### config.mk
export PLATFORM = sky130hd
export DESIGN_NAME = mul_wb_seq
export DESIGN_NICKNAME = d
export VERILOG_FILES = /design/src/rtl/mul_wb_seq.sv
export SDC_FILE = /design/constraint.sdc
export NUM_CORES = 1
export LEC_CHECK = 0
export CORE_ASPECT_RATIO = 0.7
export CORE_MARGIN = 2
export CORE_UTILIZATION = 39
export DETAILED_ROUTE_END_ITERATION = 12
export GPL_TIMING_DRIVEN = 0
export PLACE_DENSITY_LB_ADDON = 0.25
export SKIP_LAST_GASP = 1
export SLEW_MARGIN = 10
export SYNTH_ARGS = -nofsm -noshare
export SYNTH_HDL_FRONTEND = slang
export SYNTH_SLANG_ARGS = --single-unit
### constraint.sdc
create_clock -name CLK -period 1.44 [get_ports CLK]
set_input_delay 0.288 -clock CLK [delete_from_list [all_inputs] [get_ports CLK]]
set_output_delay 0.288 -clock CLK [all_outputs]
set_load 0.02 [all_outputs]
### src/rtl/mul_wb_seq.sv
// Multiply write-back sequencer: drives an external multiplier over the shared bus
// and writes 32/64-bit results (optionally accumulated, macro MUL_WB_ACC_EN) to the register file.
module mul_wb_seq (
    input  logic        CLK,
    input  logic        RST_N,
    input  logic        start,
    input  logic        long_op,
    input  logic        sgn,
    input  logic        acc,
    input  logic [3:0]  rd_lo,
    input  logic [3:0]  rd_hi,
    input  logic [31:0] acc_lo,
    input  logic [31:0] acc_hi,
    input  logic [31:0] bus,
    output logic        LD_MUL,
    output logic        Gate_MUL,
    output logic        MUL_HiLo,
    output logic        U,
    output logic        busy,
    output logic        rf_we,
    output logic [3:0]  rf_waddr,
    output logic [31:0] rf_wdata,
    output logic        done,
    output logic [2:0]  state_dbg
);

    typedef enum logic [2:0] {
        IDLE  = 3'd0,
        LOAD  = 3'd1,
        RD_LO = 3'd2,
        RD_HI = 3'd3,
        WR_LO = 3'd4,
        WR_HI = 3'd5
    } state_t;

    state_t      state, state_nxt;
    logic        long_q;
    logic        sgn_q;
    logic        acc_q;
    logic [3:0]  rd_lo_q;
    logic [3:0]  rd_hi_q;
    logic [31:0] acc_lo_q;
    logic [31:0] acc_hi_q;
    logic [31:0] lo_q;
    logic [31:0] hi_q;
    logic        accept;

    // Handshake: a request is taken when start=1 while busy=0 (IDLE); start is
    // ignored whenever busy=1, and done pulses with the last register write.
    assign accept = (state == IDLE) && start;

`ifdef MUL_WB_ACC_EN
    logic acc_in;
    assign acc_in = acc;
`else
    logic acc_in;
    logic unused_acc;
    assign acc_in     = 1'b0;
    assign unused_acc = ^{acc, acc_lo, acc_hi};
`endif

    always_ff @(posedge CLK or negedge RST_N) begin
        if (!RST_N) begin
            state    <= IDLE;
            long_q   <= 1'b0;
            sgn_q    <= 1'b0;
            acc_q    <= 1'b0;
            rd_lo_q  <= 4'd0;
            rd_hi_q  <= 4'd0;
            acc_lo_q <= 32'd0;
            acc_hi_q <= 32'd0;
            lo_q     <= 32'd0;
            hi_q     <= 32'd0;
        end else begin
            state <= state_nxt;
            if (accept) begin
                long_q  <= long_op;
                sgn_q   <= sgn;
                acc_q   <= acc_in;
                rd_lo_q <= rd_lo;
                rd_hi_q <= rd_hi;
`ifdef MUL_WB_ACC_EN
                acc_lo_q <= acc_lo;
                acc_hi_q <= acc_hi;
`endif
            end
            if (state == RD_LO) lo_q <= bus;
            if (state == RD_HI) hi_q <= bus;
        end
    end

    always_comb begin
        state_nxt = state;
        case (state)
            IDLE:    if (start) state_nxt = LOAD;
            LOAD:    state_nxt = RD_LO;
            RD_LO:   state_nxt = long_q ? RD_HI : WR_LO;
            RD_HI:   state_nxt = WR_LO;
            WR_LO:   state_nxt = long_q ? WR_HI : IDLE;
            WR_HI:   state_nxt = IDLE;
            default: state_nxt = IDLE;
        endcase
    end

    // Low add is shared by both write states so its carry is available in WR_HI.
    logic [32:0] lo_sum;
    logic [31:0] hi_sum;

`ifdef MUL_WB_ACC_EN
    always_comb begin
        lo_sum = {1'b0, lo_q};
        hi_sum = hi_q;
        if (acc_q) begin
            lo_sum = {1'b0, lo_q} + {1'b0, acc_lo_q};
            hi_sum = hi_q + acc_hi_q + {31'd0, lo_sum[32]};
        end
    end
`else
    logic unused_fields;
    assign unused_fields = ^{acc_q, acc_lo_q, acc_hi_q};
    assign lo_sum = {1'b0, lo_q};
    assign hi_sum = hi_q;
`endif

    always_comb begin
        LD_MUL   = 1'b0;
        Gate_MUL = 1'b0;
        MUL_HiLo = 1'b0;
        busy     = (state != IDLE);
        rf_we    = 1'b0;
        rf_waddr = 4'd0;
        rf_wdata = 32'd0;
        done     = 1'b0;
        case (state)
            LOAD: LD_MUL = 1'b1;
            RD_LO: begin
                LD_MUL   = 1'b1;
                Gate_MUL = 1'b1;
            end
            RD_HI: begin
                LD_MUL   = 1'b1;
                Gate_MUL = 1'b1;
                MUL_HiLo = 1'b1;
            end
            WR_LO: begin
                rf_we    = 1'b1;
                rf_waddr = rd_lo_q;
                rf_wdata = lo_sum[31:0];
                done     = !long_q;
            end
            WR_HI: begin
                rf_we    = 1'b1;
                rf_waddr = rd_hi_q;
                rf_wdata = hi_sum;
                done     = 1'b1;
            end
            default: ;
        endcase
    end

    assign U         = sgn_q;
    assign state_dbg = state;

endmodule

==> results of run 1 <==
cells by family after synthesis:
group / share of synthesized area
buffers and inverters: 0.04685
DFF: 0.5229
AOI/OAI and AO/OA: 0.004074
and+or+nand+nor: 0.06588
muxes: 0.3603
what timing repair did:
| action | 4_1_cts | 5_1_grt |
|---|---|---|
| hold buffers | 1 | 0 |
| endpoints found under the setup margin | 115 | 118 |
| gates cloned | 9 | 3 |
| buffers inserted | 25 | 12 |
| endpoints found under the hold margin | 35 | 0 |
| resized for setup | 332 | 63 |
| pin swaps | 11 | 12 |
state kept, by name, summed over array words and instances (netlist names):
name / count
lo_q: 32
state_dbg: 3
U: 1
rd_lo_q: 4
hi_q: 32
long_q: 1
rd_hi_q: 4
worst max-delay path: stages, from the launching register on:
cell     delay [ns]
dfrtp_2        0.40
buf_6          0.13
buf_12         0.13
buf_12         0.13
buf_12         0.14
mux2i_4        0.19
nor2_4         0.11
buf_6          0.12
final cells by class:
cell class                 count  area share
clock inverter                 4    0.006720
multi-input combinational    164      0.3508
buffer                        15     0.04349
clock buffer                  12     0.03976
tap                          124     0.02315
timing repair buffer         136      0.2464
inverter                       3    0.001680
sequential                    77      0.2880
how the worst max path moves through the flow:
stage	from	depth (start not counted)	to
2_1_floorplan	state_dbg[1]	6	lo_q[0]
3_3_place_gp	RST_N	1	state_dbg[2]
3_5_place_dp	state_dbg[1]	6	rf_wdata[21]
4_1_cts	state_dbg[0]	6	rf_wdata[9]
5_1_grt	state_dbg[0]	7	rf_wdata[12]
6_report	state_dbg[0]	7	rf_wdata[12]
report_power, final:
part	internal (mW)	switching, mW	leakage (nW)	total [mW]
Clock	1.47	0.882	0.158	2.36
Sequential	3.30	1.04	0.903	4.34
Combinational	5.72	3.63	1.86	9.35
Total	10.5	5.55	2.92	16.0
layer usage:
metal / global-route usage / wire length (µm) / vias to the layer above
li1: - / - / 1192
met1: 0.2871 / 4893 / 1328
met2: 0.3058 / 4769 / 61
met3: 0.05712 / 439 / 5
met4: 0.05134 / 78 / 0
met5: 0 / 0 / -
Yosys cell counts:
cell | count | area (µm²)
buf_12 | 2 | 40.04
nor2_8 | 1 | 20.02
nor2b_1 | 1 | 6.260
buf_4 | 2 | 15.01
or2b_1 | 1 | 7.510
nor2_1 | 40 | 150.1
dfrtp_1 | 77 | 1927
nor2b_4 | 2 | 27.53
or3_4 | 1 | 11.26
mux2_4 | 30 | 450.4
nand2b_1 | 1 | 6.260
buf_8 | 1 | 15.01
mux2_2 | 45 | 506.7
buf_6 | 5 | 56.30
a211oi_1 | 2 | 15.01
and2b_1 | 1 | 7.510
buf_2 | 7 | 35.03
inv_1 | 3 | 11.26
nand2_2 | 1 | 6.260
mux2i_1 | 37 | 370.4
metrics by stage:
stage / hold WS [ns] / area (µm²)
2_1_floorplan: -0.007591 / 4073
3_3_place_gp: 0.4867 / 5129
3_5_place_dp: 0.2859 / 5146
4_1_cts: 0.4667 / 6291
5_1_grt: 0.4957 / 6703
6_report: 0.4509 / 6703
==> flow_summary.json, run 1 <==
{
  "maxCapViolCount": 0,
  "reg2reg_to": "rd_lo_q[2]",
  "grt_pass1_wl_um": 15610,
  "reg2regPathDepth": 7,
  "seq_area_frac_synth": 0.5229,
  "synth_cells": 260,
  "clock_sinks": 77,
  "pre_cts_ws_ns": -0.6826,
  "vdd_ir_drop_max_mv": 1.005,
  "detail_route.wirelength_um": 10180,
  "worst_pin_slew_ns": 0.4946,
  "power_mw": 16.05,
  "crit_fanout": 5,
  "clk_latency_ns": 0.34,
  "rsz0062_at_grt": "true",
  "die-width_um": 120.2,
  "routedWlPerCell_um": 19.03,
  "cts_made_buffers": 9,
  "setup_viol": 116,
  "diodes": 0,
  "grt_max_degree": 43,
  "path_clk_slew_ns": 0.06,
  "mostFrequentLayoutCell": "dfrtp_1",
  "vias_per_cell": 4.834,
  "setup_ws_ns": -0.5304,
  "num_rows": 29,
  "drtIter0Drc": 53,
  "timing.rr.start": "state_dbg[0]",
  "port_buffers": 90,
  "cts_tree": "yes",
  "drv_slew": 0,
  "start_util": 0.4046,
  "ys_ff_latch": 77,
  "ys_warn_count": 0,
  "setup_tns_ns": -37.42,
  "ctsLongestPathBuffers": 2,
  "die_h_um": 85.33,
  "antenna_found_initial": 0,
  "p_per_area_nw_per_um2": 2394,
  "postRouteAntennaNets": 0,
  "stdcell_count": 535,
  "timing.slew.headroom": 0.6703,
  "ys_types": 20,
  "post-route-util": 0.7360,
  "syn_area_per_cell_um2": 14.17,
  "multi_input_area_um2": 2351,
  "cp.required_ns": 1.15,
  "period_share": 1.368,
  "fin_nets": 516,
  "fillers": 583,
  "root_buffer": "clkbuf_16",
  "hpwlAfterDp_um": 5749,
  "io_pins": 156,
  "vias": 2586,
  "syn_nets": 370,
  "grt_pass1_vias": 2786,
  "violations": "setup timing",
  "die-area_um2": 10250,
  "fp.coreArea_um2": 9107,
  "status": "finished, violations left",
  "area_growth_syn_to_layout_pct": 81.90,
  "worst-r2r-setup-slack_ns": -0.42,
  "start_kind": "register",
  "grt_overflow": 0,
  "hold_viol": 0,
  "drc": 0,
  "layout-drive-gt1-share": 0.6740,
  "syn_area_um2": 3685,
  "place_inst": 475,
  "power_leakage_nw": 2.922,
  "htreeDepth": 3,
  "seq_area_um2": 1931,
  "skew_ns": 0.01034,
  "grt_usage": 0.2019,
  "crit_type": "register to primary output",
  "mostFrequentLayoutCells": "dfrtp_1, mux2_4, buf_6, clkdlybuf4s50_1, nor2_4",
  "first_pass_iters": 5,
  "fin_crit_ns": 1.970,
  "place_congestion": 0.6844,
  "max_freq_mhz": 507.5,
  "end_kind": "primary output",
  "worst-endpoint-arrival_ns": 1.68,
  "hold_path_class": "input port to asynchronous set/reset pin"
}
(Power assumes the default switching activity.)
==> inputs of run 2 (changes only) <==
- GPL_TIMING_DRIVEN: 0 -> unset
==> run 2 against run 1 <==
Effect of this change:
- the run still ends with setup timing left
- final cell count shrank 2.2%
- sequential share of layout area grew 1.3 points
- worst setup slack gained 0.12 ns
- critical path depth shrank 2
- largest cell class unchanged
==> flow_summary.json, run 2 (synthesized netlist as in run 1, its figures left out) <==
{
  "pre_cts_ws_ns": -0.4716,
  "reg.largest.list": "hi_q x32, lo_q x32",
  "power_leakage_nw": 2.644,
  "end_kind": "primary output",
  "place_congestion": 0.6811,
  "maxCapViolCount": 0,
  "die-width_um": 120.2,
  "period_share": 1.284,
  "fin_crit_ns": 1.848,
  "drc": 0,
  "num_rows": 29,
  "grt_pass1_vias": 2812,
  "mostFrequentLayoutCell": "dfrtp_1",
  "stdcell_area_um2": 6405,
  "start_kind": "register",
  "placed_cell_area_um2": 5224,
  "violations": "setup timing",
  "hpwlAfterDp_um": 5760,
  "routedWlPerCell_um": 17.71,
  "drv_slew": 0,
  "crit_type": "register to primary output",
  "root_buffer": "clkbuf_16",
  "timing.slew.headroom": 0.7241,
  "layout-drive-gt1-share": 0.6742,
  "cp_slowest_stage_delay_ns": 0.48,
  "critPathBufInv": 3,
  "antenna_found_initial": 0,
  "htreeDepth": 3,
  "skew_ns": 0.006986,
  "grt_pass1_wl_um": 15360,
  "cts_made_buffers": 9,
  "worst-endpoint-arrival_ns": 1.56,
  "post-route-util": 0.7033,
  "first_pass_iters": 4,
  "area_growth_syn_to_layout_pct": 73.82,
  "grt_max_degree": 45,
  "die-area_um2": 10250,
  "grt_usage": 0.1981,
  "cp.required_ns": 1.15,
  "start_util": 0.4046,
  "clk_latency_ns": 0.34,
  "die_h_um": 85.33,
  "max_freq_mhz": 541.0,
  "worst_pin_slew_ns": 0.4138,
  "ctsLongestPathBuffers": 2,
  "hold_viol": 0,
  "drtIter0Drc": 94,
  "diodes": 0,
  "crit_family": "flip-flops",
  "crit_top_cell": "buf_12",
  "fin_nets": 504,
  "place_inst": 488,
  "rsz0062_at_grt": "true",
  "stdcell_count": 523,
  "path_clk_slew_ns": 0.06,
  "vias_per_cell": 4.778,
  "clock_sinks": 77,
  "p_per_area_nw_per_um2": 2448,
  "fp.coreArea_um2": 9107,
  "mostFrequentLayoutCells": "dfrtp_1, buf_6, clkdlybuf4s50_1, mux2_4, nor2_4",
  "detail_route.wirelength_um": 9260,
  "port_buffers": 90,
  "cp_cell_sequence": "buf_12 > buf_12 > mux2i_4 > nor2_4 > buf_6",
  "status": "finished, violations left",
  "vdd_ir_drop_max_mv": 1.279,
  "vias": 2499,
  "setup_viol": 117,
  "slowest_stage": "dfrtp_2",
  "setup_ws_ns": -0.4083,
  "postRouteAntennaNets": 0,
  "grt_overflow": 0,
  "cts_tree": "yes",
  "crit_fanout": 7,
  "hold_path_class": "input port to asynchronous set/reset pin",
  "io_pins": 156
}
run 2: cell types whose count changed in the layout (fill, tap and decap cells not counted), moves of 3 or more:
| cell | before | now |
|---|---|---|
| clkbuf_8 | 3 | 0 |
| mux2_4 | 65 | 40 |
| buf_16 | 9 | 1 |
| mux2i_4 | 23 | 34 |
| buf_6 | 56 | 48 |
| clkbuf_16 | 12 | 9 |
| buf_4 | 13 | 23 |
| mux2i_2 | 9 | 0 |
| mux2_2 | 10 | 35 |
run 2: layout make-up:
| type | count | area (µm²) |
|---|---|---|
| clock buffers | 10 | 229.0 |
| inverters | 3 | 11.26 |
| flip-flops and latches | 77 | 1931 |
| fillers | 636 | 2703 |
| well taps | 124 | 155.1 |
| repair buffers | 139 | 1604 |
| multi-input cells | 164 | 2364 |
| clock inverters | 6 | 111.4 |
run 2: report_power, final:
group | internal (mW) | leakage, nW | total, mW | switching (mW)
Clock | 1.69 | 0.163 | 2.57 | 0.882
Sequential | 3.30 | 0.903 | 4.44 | 1.14
Combinational | 5.24 | 1.58 | 8.67 | 3.43
Total | 10.2 | 2.64 | 15.7 | 5.45
run 2: tightest hold or removal path: stages:
cell,delay [ns]
dlygate4sd3_1,0.52
buf_4,0.12
buf_12,0.24
run 2: per-stage QoR:
stage / total power, mW / hold WS, ns / TNS, ns
6_report: 15.68 / 0.4598 / -29.28
5_1_grt: 16.42 / 0.4838 / -34.20
4_1_cts: 15.53 / 0.4677 / -35.30
3_5_place_dp: 10.43 / 0.2780 / -33.62
3_3_place_gp: 10.26 / 0.2802 / -31.12
2_1_floorplan: 8.557 / -0.007591 / -13.61
run 2: what timing repair did:
action                                 in CTS  in global routing
pin swaps                                  19                  9
setup buffers                              13                  5
resized for setup                         353                 20
setup endpoints to repair                 121                119
cloned                                      3                  0
endpoints found under the hold margin      44                  0
hold buffers                                1                  0
run 2: worst paths after layout:
path / start / endpoint / slack [ns] / cells past startpoint
max: state_dbg[0] / rf_wdata[3] / -0.41 / 5
min reg2reg: U / U / 0.50 / 1
max in group asynchronous: RST_N / hi_q[12] / 0.59 / 3
min: RST_N / rd_hi_q[1] / 0.46 / 3
min in group CLK: U / U / 0.50 / 1
max reg2reg: state_dbg[0] / rd_hi_q[2] / -0.38 / 5
run 2: per-layer routing:
layer | vias up | wire length, µm | track usage
met4 | 0 | 142 | 0.07273
met5 | - | 0 | 0
met2 | 68 | 4537 | 0.3208
li1 | 1168 | - | -
met1 | 1250 | 4069 | 0.2550
met3 | 13 | 510 | 0.05712
==> inputs of run 3 (changes only) <==
- CORE_UTILIZATION: 39 -> 57
- DONT_BUFFER_PORTS: unset -> 1
==> run 3 against run 2 <==
Effect of this change:
- the flow finishes with violations (hold timing, setup timing)
- die area down 30%
- wire length fell by 11%
- via count down 12%
- final cell count decreased by 27%
- utilization increased by 12 points
- largest cell class unchanged
- largest power group unchanged
==> flow_summary.json, run 3 (synthesized netlist as in run 1, its figures left out) <==
{
  "fp.coreArea_um2": 6246,
  "detail_route.wirelength_um": 8275,
  "drc": 0,
  "mostFrequentLayoutCells": "dfrtp_1, mux2_4, nor2_4, mux2_2, mux2i_4",
  "htreeDepth": 3,
  "io_pins": 156,
  "drv_slew": 0,
  "crit_fanout": 5,
  "skew_ns": 0.01096,
  "first_pass_iters": 4,
  "period_share": 1.233,
  "crit_type": "register to primary output",
  "clk_latency_ns": 0.34,
  "rsz0062_at_grt": "true",
  "reg.largest.list": "hi_q x32, lo_q x32",
  "die_h_um": 71.27,
  "routedWlPerCell_um": 21.55,
  "violations": "hold timing, setup timing",
  "port_buffers": 0,
  "grt_pass1_wl_um": 12450,
  "setup_tns_ns": -25.50,
  "hpwlAfterDp_um": 4826,
  "area_growth_syn_to_layout_pct": 39.86,
  "max_freq_mhz": 563.1,
  "ctsLongestPathBuffers": 2,
  "start_util": 0.5899,
  "vdd_ir_drop_max_mv": 1.518,
  "hold_path_class": "input port to asynchronous set/reset pin",
  "drtIter0Drc": 81,
  "grt_pass1_vias": 2394,
  "cp.required_ns": 1.15,
  "setup_ws_ns": -0.3358,
  "cts_tree": "yes",
  "grt_usage": 0.2296,
  "path_clk_slew_ns": 0.08,
  "fin_crit_ns": 1.776,
  "setup_viol": 116,
  "num_rows": 24,
  "power_mw": 13.22,
  "worst_pin_slew_ns": 0.2976,
  "worst-endpoint-arrival_ns": 1.49,
  "antenna_found_initial": 0,
  "place_congestion": 0.7420,
  "root_buffer": "clkbuf_8",
  "power_leakage_nw": 2.160,
  "end_kind": "primary output",
  "die-width_um": 100.1,
  "mostFrequentLayoutCell": "dfrtp_1",
  "vias": 2199,
  "holdWs_ns": -0.3712,
  "post-route-util": 0.8251,
  "diodes": 0,
  "timing.slew.headroom": 0.7959,
  "p_per_area_nw_per_um2": 2564,
  "clock_sinks": 77,
  "grt_overflow": 0,
  "hold_viol": 77,
  "layout-drive-gt1-share": 0.7059,
  "status": "finished, violations left",
  "postRouteAntennaNets": 0,
  "vias_per_cell": 5.727,
  "cts_made_buffers": 9,
  "pre_cts_ws_ns": -0.1262,
  "die-area_um2": 7134,
  "start_kind": "register",
  "fin_nets": 411,
  "grt_max_degree": 78,
  "maxCapViolCount": 0
}
run 3: cell type report:
cell class,instances,area (µm²)
clock buffer,10,127.6
multi-input combinational,164,2246
sequential,77,1931
fill,324,1092
clock inverter,6,63.81
inverter,3,28.78
timing repair buffer,46,659.4
tap,78,97.59
run 3: worst paths after layout:
| path | slack [ns] | depth (start not counted) | startpoint | end |
|---|---|---|---|---|
| min in group CLK | 0.08 | 1 | bus[18] | lo_q[18] |
| min reg2reg | 0.51 | 1 | lo_q[0] | lo_q[0] |
| min | -0.37 | 0 | RST_N | rd_hi_q[3] |
| max | -0.34 | 4 | state_dbg[0] | rf_wdata[16] |
| max reg2reg | -0.29 | 7 | state_dbg[2] | lo_q[25] |
| max in group asynchronous | 1.66 | 0 | RST_N | long_q |
run 3: per-stage QoR:
step                      cell area (µm²)  std cells
after global routing                 5154        384
after detailed placement             4235        346
final                                5154        384
after floorplan                      4073        260
after CTS                            4702        375
after global placement               4235        346
run 3: critical path, stage by stage (launching register included):
cell	delay, ns
dfrtp_2	0.45
buf_6	0.16
clkbuf_16	0.18
mux2i_4	0.19
nor2_4	0.16
run 3: repair_timing:
action                                  CTS  global route
buffers inserted                         11             8
endpoints found under the setup margin   83           117
endpoints found under the hold margin    77            77
pin swaps                                 8            23
resized for setup                        40            59
cloned                                    2             4
run 3: power by group:
group | internal (mW) | switching (mW)
registers | 3.29 | 1.01
logic | 4.23 | 3.08
clock network | 0.798 | 0.814
total | 8.31 | 4.90
run 3: per-layer routing:
| layer | global-route usage | routed length [µm] |
|---|---|---|
| met5 | 0 | 0 |
| met4 | 0.05479 | 109 |
| met3 | 0.08000 | 506 |
| met1 | 0.2948 | 3487 |
| met2 | 0.3814 | 4171 |
